File: src/rtl/seg_pkg.sv
// Shared constants for the six-digit voltage display: segment codes, the
// clamp limit and the binary-to-BCD converter state encoding.
package seg_pkg;

    typedef enum logic [1:0] {
        ST_IDLE  = 2'd0,
        ST_SHIFT = 2'd1,
        ST_DONE  = 2'd2
    } conv_state_t;

    localparam logic [7:0] SEG_0     = 8'hC0;
    localparam logic [7:0] SEG_1     = 8'hF9;
    localparam logic [7:0] SEG_2     = 8'hA4;
    localparam logic [7:0] SEG_3     = 8'hB0;
    localparam logic [7:0] SEG_4     = 8'h99;
    localparam logic [7:0] SEG_5     = 8'h92;
    localparam logic [7:0] SEG_6     = 8'h82;
    localparam logic [7:0] SEG_7     = 8'hF8;
    localparam logic [7:0] SEG_8     = 8'h80;
    localparam logic [7:0] SEG_9     = 8'h90;
    localparam logic [7:0] SEG_MINUS = 8'hBF;
    localparam logic [7:0] SEG_BLANK = 8'hFF;

    localparam logic [19:0] DATA_MAX = 20'd99_999;

    function automatic logic [7:0] seg_code(input logic [3:0] digit);
        case (digit)
            4'd0:    return SEG_0;
            4'd1:    return SEG_1;
            4'd2:    return SEG_2;
            4'd3:    return SEG_3;
            4'd4:    return SEG_4;
            4'd5:    return SEG_5;
            4'd6:    return SEG_6;
            4'd7:    return SEG_7;
            4'd8:    return SEG_8;
            4'd9:    return SEG_9;
            default: return SEG_BLANK;
        endcase
    endfunction

endpackage

File: src/rtl/seg_volt_disp_bin2bcd.sv
// Sequential 20-bit binary to 5-digit BCD converter (shift-add-3, one bit per cycle).
// state    | meaning
// ST_IDLE  | waiting for start; bcd holds the last result
// ST_SHIFT | 20 shift-add-3 steps, one per cycle
// ST_DONE  | one-cycle result-valid strobe
module bin2bcd
    import seg_pkg::*;
(
    input  logic        clk,
    input  logic        rst_n,
    input  logic        start,
    input  logic [19:0] bin,
    output logic        busy,
    output logic        done,
    output logic [19:0] bcd
);

    conv_state_t state;
    logic [39:0] sr;
    logic [39:0] sr_adj;
    logic [4:0]  shift_cnt;

    // upper half is the BCD accumulator, lower half the binary still to shift in
    always_comb begin
        sr_adj = sr;
        for (int i = 0; i < 5; i++) begin
            if (sr[20 + 4*i +: 4] >= 4'd5)
                sr_adj[20 + 4*i +: 4] = sr[20 + 4*i +: 4] + 4'd3;
        end
    end

    always_ff @(posedge clk or negedge rst_n) begin
        if (!rst_n) begin
            state     <= ST_IDLE;
            sr        <= '0;
            shift_cnt <= '0;
        end else begin
            case (state)
                ST_IDLE: begin
                    if (start) begin
                        sr        <= {20'd0, bin};
                        shift_cnt <= 5'd19;
                        state     <= ST_SHIFT;
                    end
                end
                ST_SHIFT: begin
                    sr <= {sr_adj[38:0], 1'b0};
                    if (shift_cnt == 5'd0)
                        state <= ST_DONE;
                    else
                        shift_cnt <= shift_cnt - 5'd1;
                end
                ST_DONE:  state <= ST_IDLE;
                default:  state <= ST_IDLE;
            endcase
        end
    end

    assign busy = (state != ST_IDLE);
    assign done = (state == ST_DONE);
    assign bcd  = sr[39:20];

endmodule

File: src/rtl/seg_volt_disp.sv
// Six-digit multiplexed voltage display: periodic capture, BCD conversion, scan and decode.
// Define SEG_LZB_EN to blank leading zeros above the decimal-point digit.
module seg_volt_disp
    import seg_pkg::*;
#(
    parameter int CNT_SCAN_MAX = 49_999,
    parameter int CNT_REF_MAX  = 4_999_999,
    parameter int DOT_POS      = 3
) (
    input  logic        sys_clk,
    input  logic        sys_rst_n,
    input  logic [19:0] data,
    input  logic        sign,
    output logic [5:0]  sel,
    output logic [7:0]  seg
);

    localparam int REF_W  = (CNT_REF_MAX  > 0) ? $clog2(CNT_REF_MAX + 1)  : 1;
    localparam int SCAN_W = (CNT_SCAN_MAX > 0) ? $clog2(CNT_SCAN_MAX + 1) : 1;

    logic [REF_W-1:0]  cnt_ref;
    logic [SCAN_W-1:0] cnt_scan;
    logic [2:0]        digit_idx;
    logic              tick;
    logic              start_q;
    logic [19:0]       cap_bin;
    logic              cap_sign;
    logic              busy;
    logic              done;
    logic [19:0]       conv_bcd;
    logic [19:0]       disp_bcd;
    logic              disp_sign;
    logic [4:0]        blank;
    logic [3:0]        digit;
    logic              blk;
    logic [5:0]        sel_next;
    logic [7:0]        seg_next;

    assign tick = (cnt_ref == REF_W'(CNT_REF_MAX));

    // start_q also counts as busy: the converter only sees it one cycle later
    always_ff @(posedge sys_clk or negedge sys_rst_n) begin
        if (!sys_rst_n) begin
            cnt_ref  <= '0;
            start_q  <= 1'b0;
            cap_bin  <= '0;
            cap_sign <= 1'b0;
        end else begin
            cnt_ref <= tick ? '0 : cnt_ref + REF_W'(1);
            start_q <= 1'b0;
            if (tick && !busy && !start_q) begin
                cap_bin  <= (data > DATA_MAX) ? DATA_MAX : data;
                cap_sign <= sign;
                start_q  <= 1'b1;
            end
        end
    end

    bin2bcd u_bin2bcd (
        .clk   (sys_clk),
        .rst_n (sys_rst_n),
        .start (start_q),
        .bin   (cap_bin),
        .busy  (busy),
        .done  (done),
        .bcd   (conv_bcd)
    );

    always_ff @(posedge sys_clk or negedge sys_rst_n) begin
        if (!sys_rst_n) begin
            disp_bcd  <= '0;
            disp_sign <= 1'b0;
        end else if (done) begin
            disp_bcd  <= conv_bcd;
            disp_sign <= cap_sign;
        end
    end

`ifdef SEG_LZB_EN
    logic lead;
    always_comb begin
        blank = '0;
        lead  = 1'b1;
        for (int i = 4; i >= 0; i--) begin
            lead = lead & (disp_bcd[4*i +: 4] == 4'd0);
            if (i > DOT_POS)
                blank[i] = lead;
        end
    end
`else
    assign blank = '0;
`endif

    always_comb begin
        digit = 4'd0;
        blk   = 1'b0;
        case (digit_idx)
            3'd0: begin digit = disp_bcd[3:0];   blk = blank[0]; end
            3'd1: begin digit = disp_bcd[7:4];   blk = blank[1]; end
            3'd2: begin digit = disp_bcd[11:8];  blk = blank[2]; end
            3'd3: begin digit = disp_bcd[15:12]; blk = blank[3]; end
            3'd4: begin digit = disp_bcd[19:16]; blk = blank[4]; end
            default: ;
        endcase
        seg_next = SEG_BLANK;
        if (digit_idx == 3'd5)
            seg_next = disp_sign ? SEG_MINUS : SEG_BLANK;
        else if (digit_idx < 3'd5)
            seg_next = blk ? SEG_BLANK : seg_code(digit);
        if (digit_idx == 3'(DOT_POS))
            seg_next[7] = 1'b0;
        sel_next = ~(6'b000001 << digit_idx);
    end

    always_ff @(posedge sys_clk or negedge sys_rst_n) begin
        if (!sys_rst_n) begin
            cnt_scan  <= '0;
            digit_idx <= 3'd0;
            sel       <= 6'b111111;
            seg       <= SEG_BLANK;
        end else begin
            if (cnt_scan == SCAN_W'(CNT_SCAN_MAX)) begin
                cnt_scan  <= '0;
                digit_idx <= (digit_idx == 3'd5) ? 3'd0 : digit_idx + 3'd1;
            end else begin
                cnt_scan <= cnt_scan + SCAN_W'(1);
            end
            sel <= sel_next;
            seg <= seg_next;
        end
    end

endmodule

File: config.mk
export PLATFORM = sky130hd
export DESIGN_NAME = seg_volt_disp
export DESIGN_NICKNAME = d
export VERILOG_FILES = /design/src/rtl/seg_pkg.sv /design/src/rtl/seg_volt_disp_bin2bcd.sv /design/src/rtl/seg_volt_disp.sv
export SDC_FILE = /design/constraint.sdc
export NUM_CORES = 1
export LEC_CHECK = 0
export ABC_CLOCK_PERIOD_IN_PS = 3000
export BUFFER_PORTS_ARGS = -buffer_cell sky130_fd_sc_hd__buf_4
export CAP_MARGIN = 10
export CORE_ASPECT_RATIO = 1.2
export CORE_UTILIZATION = 35
export DETAILED_ROUTE_END_ITERATION = 10
export HOLD_SLACK_MARGIN = 0.08
export SYNTH_ARGS = -nofsm -noshare
export SYNTH_HDL_FRONTEND = slang
export SYNTH_SLANG_ARGS = --single-unit
File: constraint.sdc
create_clock -name sys_clk -period 3 [get_ports sys_clk]
set_input_delay 0.3 -clock sys_clk [delete_from_list [all_inputs] [get_ports sys_clk]]
set_output_delay 0.3 -clock sys_clk [all_outputs]
set_load 0.02 [all_outputs]
==> flow_metrics.py <==
metrics = {
    "worst_setup_path": {
        "startpoint_type": "register",
        "cp_slowest_cell": "a222oi_1",
        "worstPathRequired_ps": 3330,
        "crit_fanout": 11,
        "crit_arrival_ps": 3050,
        "r2r-start": "digit_idx[2]",
        "criticalPathCategory": "register to register",
        "crit_chain": "inv_1 > ha_1 > a222oi_1 > inv_1 > ha_1 > nor4_1 > a21oi_1",
        "worstSetupEndpointType": "register",
        "slowest_delay_ps": 680,
        "crit_path_start": "digit_idx[2]",
    },
    "detailed_routing": {
        "top_layer_used": "met4",
        "via_count": 4673,
        "wl_met1_um": 6010,
        "via_per_inst": 4.92,
        "firstDrtPassIters": 5,
        "wl_met3_um": 389,
        "detail-route-antenna-nets": 0,
        "dr_wl_met2_um": 6080,
        "drcViolationCount": 0,
        "wl_per_cell_um": 13.4,
        "drtIter0Drc": 265,
        "totalWireLength_um": 12700,
    },
    "cells_and_area": {
        "final_cell_mix": "dfrtp_1, nand2_1, nor2_1, buf_4, inv_1",
        "seqCellArea_um2": 3640,
        "area_delta_synth_final_pct": 16.8,
        "drive_gt1_frac": 0.169,
        "antenna_cells": 0,
        "multi_input_area_um2": 2840,
        "fill_cells": 1872,
        "fin_nets": 723,
        "layout_commonest_cell": "dfrtp_1",
        "stdcell_count": 949,
    },
    "placed_design": {
        "hpwl_um": 8500,
        "pre_cts_slack_ps": 345,
        "portBuffers": 36,
        "gp_congestion": 0.841,
        "placedCellCount": 916,
    },
    "run": {
        "max-cap-violations": 0,
    },
    "clocking": {
        "cts.path.max_buffers": 2,
        "cts.sink_count": 145,
        "root_buffer": "clkbuf_16",
        "cts_tree": "done",
        "cts_setup_buffers": 0,
        "clk_pin_slew_ps": 60,
        "numCtsBuffers": 17,
        "cts-htree-levels": 4,
        "worstSkewPairLatency_ps": 420,
    },
    "power_and_ir_drop": {
        "power_mw": 4.13,
        "p_leak_nw": 3.62,
        "vdd_drop_max_mv": 0.425,
        "power_density_nw_per_um2": 524,
    },
    "floorplan": {
        "initial_core_util": 0.358,
        "fp.dieW_um": 129,
        "die_h_um": 154,
        "ios": 37,
        "core_area_um2": 18900,
        "fp-row-count": 55,
        "dieArea_um2": 19800,
    },
    "timing": {
        "grt_setup_unrepaired": "no",
        "fin_crit_sh": 0.906,
        "setup_viol": 0,
        "tightest_slew_ps": 1030,
        "skew_ps": 8.12,
        "final.setup.tns_ps": 0,
        "clock.fmax_mhz": 368,
        "fin_hold_ws_ps": 117,
        "slew_viol_final": 0,
        "layout_min_cycle_time_ps": 2720,
        "max_slew_margin": 0.314,
        "finalWorstSetupSlack_ps": 281,
        "hold_viol": 0,
    },
    "global_route": {
        "track_usage": 0.145,
        "grt_pass1_wl_um": 22900,
        "grt_overflow": 0,
        "antenna_found_initial": 0,
        "grt_max_degree": 85,
        "grt_pass1_vias": 4760,
    },
    "logic_synthesis": {
        "async_reset_ff_frac": 1.00,
        "yosysUniqueCellTypes": 63,
        "synth-edff-count": 0,
        "synth_cells": 643,
        "syn_area_um2": 6750,
        "avgSynthCellArea_um2": 10.5,
        "syn-num-nets": 686,
        "yosysWarnings": 0,
        "synth-seq-cells": 145,
        "synth-seq-area-share": 0.540,
        "synth-main-ff-cell": "dfrtp_1",
    },
    "hold_path": {
        "worstHoldPathType": "primary input to register",
        "min-delay-start": "data[14]",
    },
    "run_status": {
        "outcome": "completed",
    },
}
[report_power, final]
part / internal [mW] / total [mW] / switching [mW] / leakage, nW
Combinational: 0.0256 / 0.0740 / 0.0484 / 1.44
Sequential: 1.96 / 1.96 / 0 / 1.88
Clock: 1.31 / 2.10 / 0.790 / 0.293
Total: 3.29 / 4.13 / 0.838 / 3.62
[path summary, 6_finish.rpt]
check                                          to  slack (ps)  depth (start not counted)
setup / recovery                           seg[5]         280                          7
hold / removal                        cap_bin[14]         120                          3
setup reg to reg                           seg[5]         280                          7
hold reg to reg                       disp_bcd[1]         480                          2
max in group asynchronous  u_bin2bcd.shift_cnt[4]        1690                          3
min in group asynchronous            cnt_scan[11]         500                          2
[critical path, delay by kind of cell (launching register included)]
family	cells	cell delay [ps]
adders and majority gates	2	530
buffers and inverters	2	360
and+or+nand+nor	1	380
DFF	1	590
AOI/OAI and AO/OA	2	770
[cells by family after synthesis]
logic type / after synthesis / share of synthesized area
muxes: 19 / 0.0308
xor gates and xnor gates: 46 / 0.0597
and+or+nand+nor: 233 / 0.172
AOI/OAI and AO/OA: 119 / 0.120
adders and majority gates: 20 / 0.0371
DFF: 145 / 0.540
buffers and inverters: 61 / 0.0400
[per-stage QoR]
step | area [um^2] | utilization
after floorplan | 6750 | -
after global placement | 7280 | 0.386
after detailed placement | 7280 | 0.386
after CTS | 7880 | 0.418
after global routing | 7880 | 0.418
final | 7880 | 0.418
[cell type report]
type | instances | share of cell area
Clock inverter | 9 | 0.0133
Inverter | 34 | 0.0162
Tap cell | 256 | 0.0406
Multi-Input combinational cell | 437 | 0.360
Timing Repair Buffer | 45 | 0.0452
Clock buffer | 23 | 0.0619
Sequential cell | 145 | 0.462
[per-layer routing]
metal | vias up | track usage
li1 | 2306 | -
met2 | 68 | 0.232
met3 | 16 | 0.0344
met5 | - | 0
met1 | 2283 | 0.189
met4 | 0 | 0.0588
[registers in the layout, summed over array words and instances, names as in the netlist]
name and count:
digit_idx 3, seg 7, u_bin2bcd.state 2, u_bin2bcd.shift_cnt 5
cnt_scan 16, cap_bin 20, disp_bcd 20, sel 6
cnt_ref 23, u_bin2bcd.sr 40, cap_sign 1, disp_sign 1
start_q 1
[timing repair]
| action | 4_1_cts | 5_1_grt |
|---|---|---|
| hold endpoints to repair | 69 | 0 |
| hold buffers | 1 | 0 |
| gates resized for setup | 0 | 0 |
[Yosys cell counts (all sizes together), types with 13 or more instances]
library cell | instances | area [um^2]
a21oi | 13 | 65.1
a31oi | 29 | 194
clkbuf | 17 | 63.8
dfrtp | 132 | 3300
dfstp | 13 | 342
ha | 20 | 250
inv | 34 | 128
mux2 | 14 | 158
nand2 | 73 | 277
nand3 | 19 | 95.1
nor2 | 66 | 248
o21ai | 30 | 150
xnor2 | 23 | 201
xor2 | 23 | 201
Power figures use the tool's default switching activity.
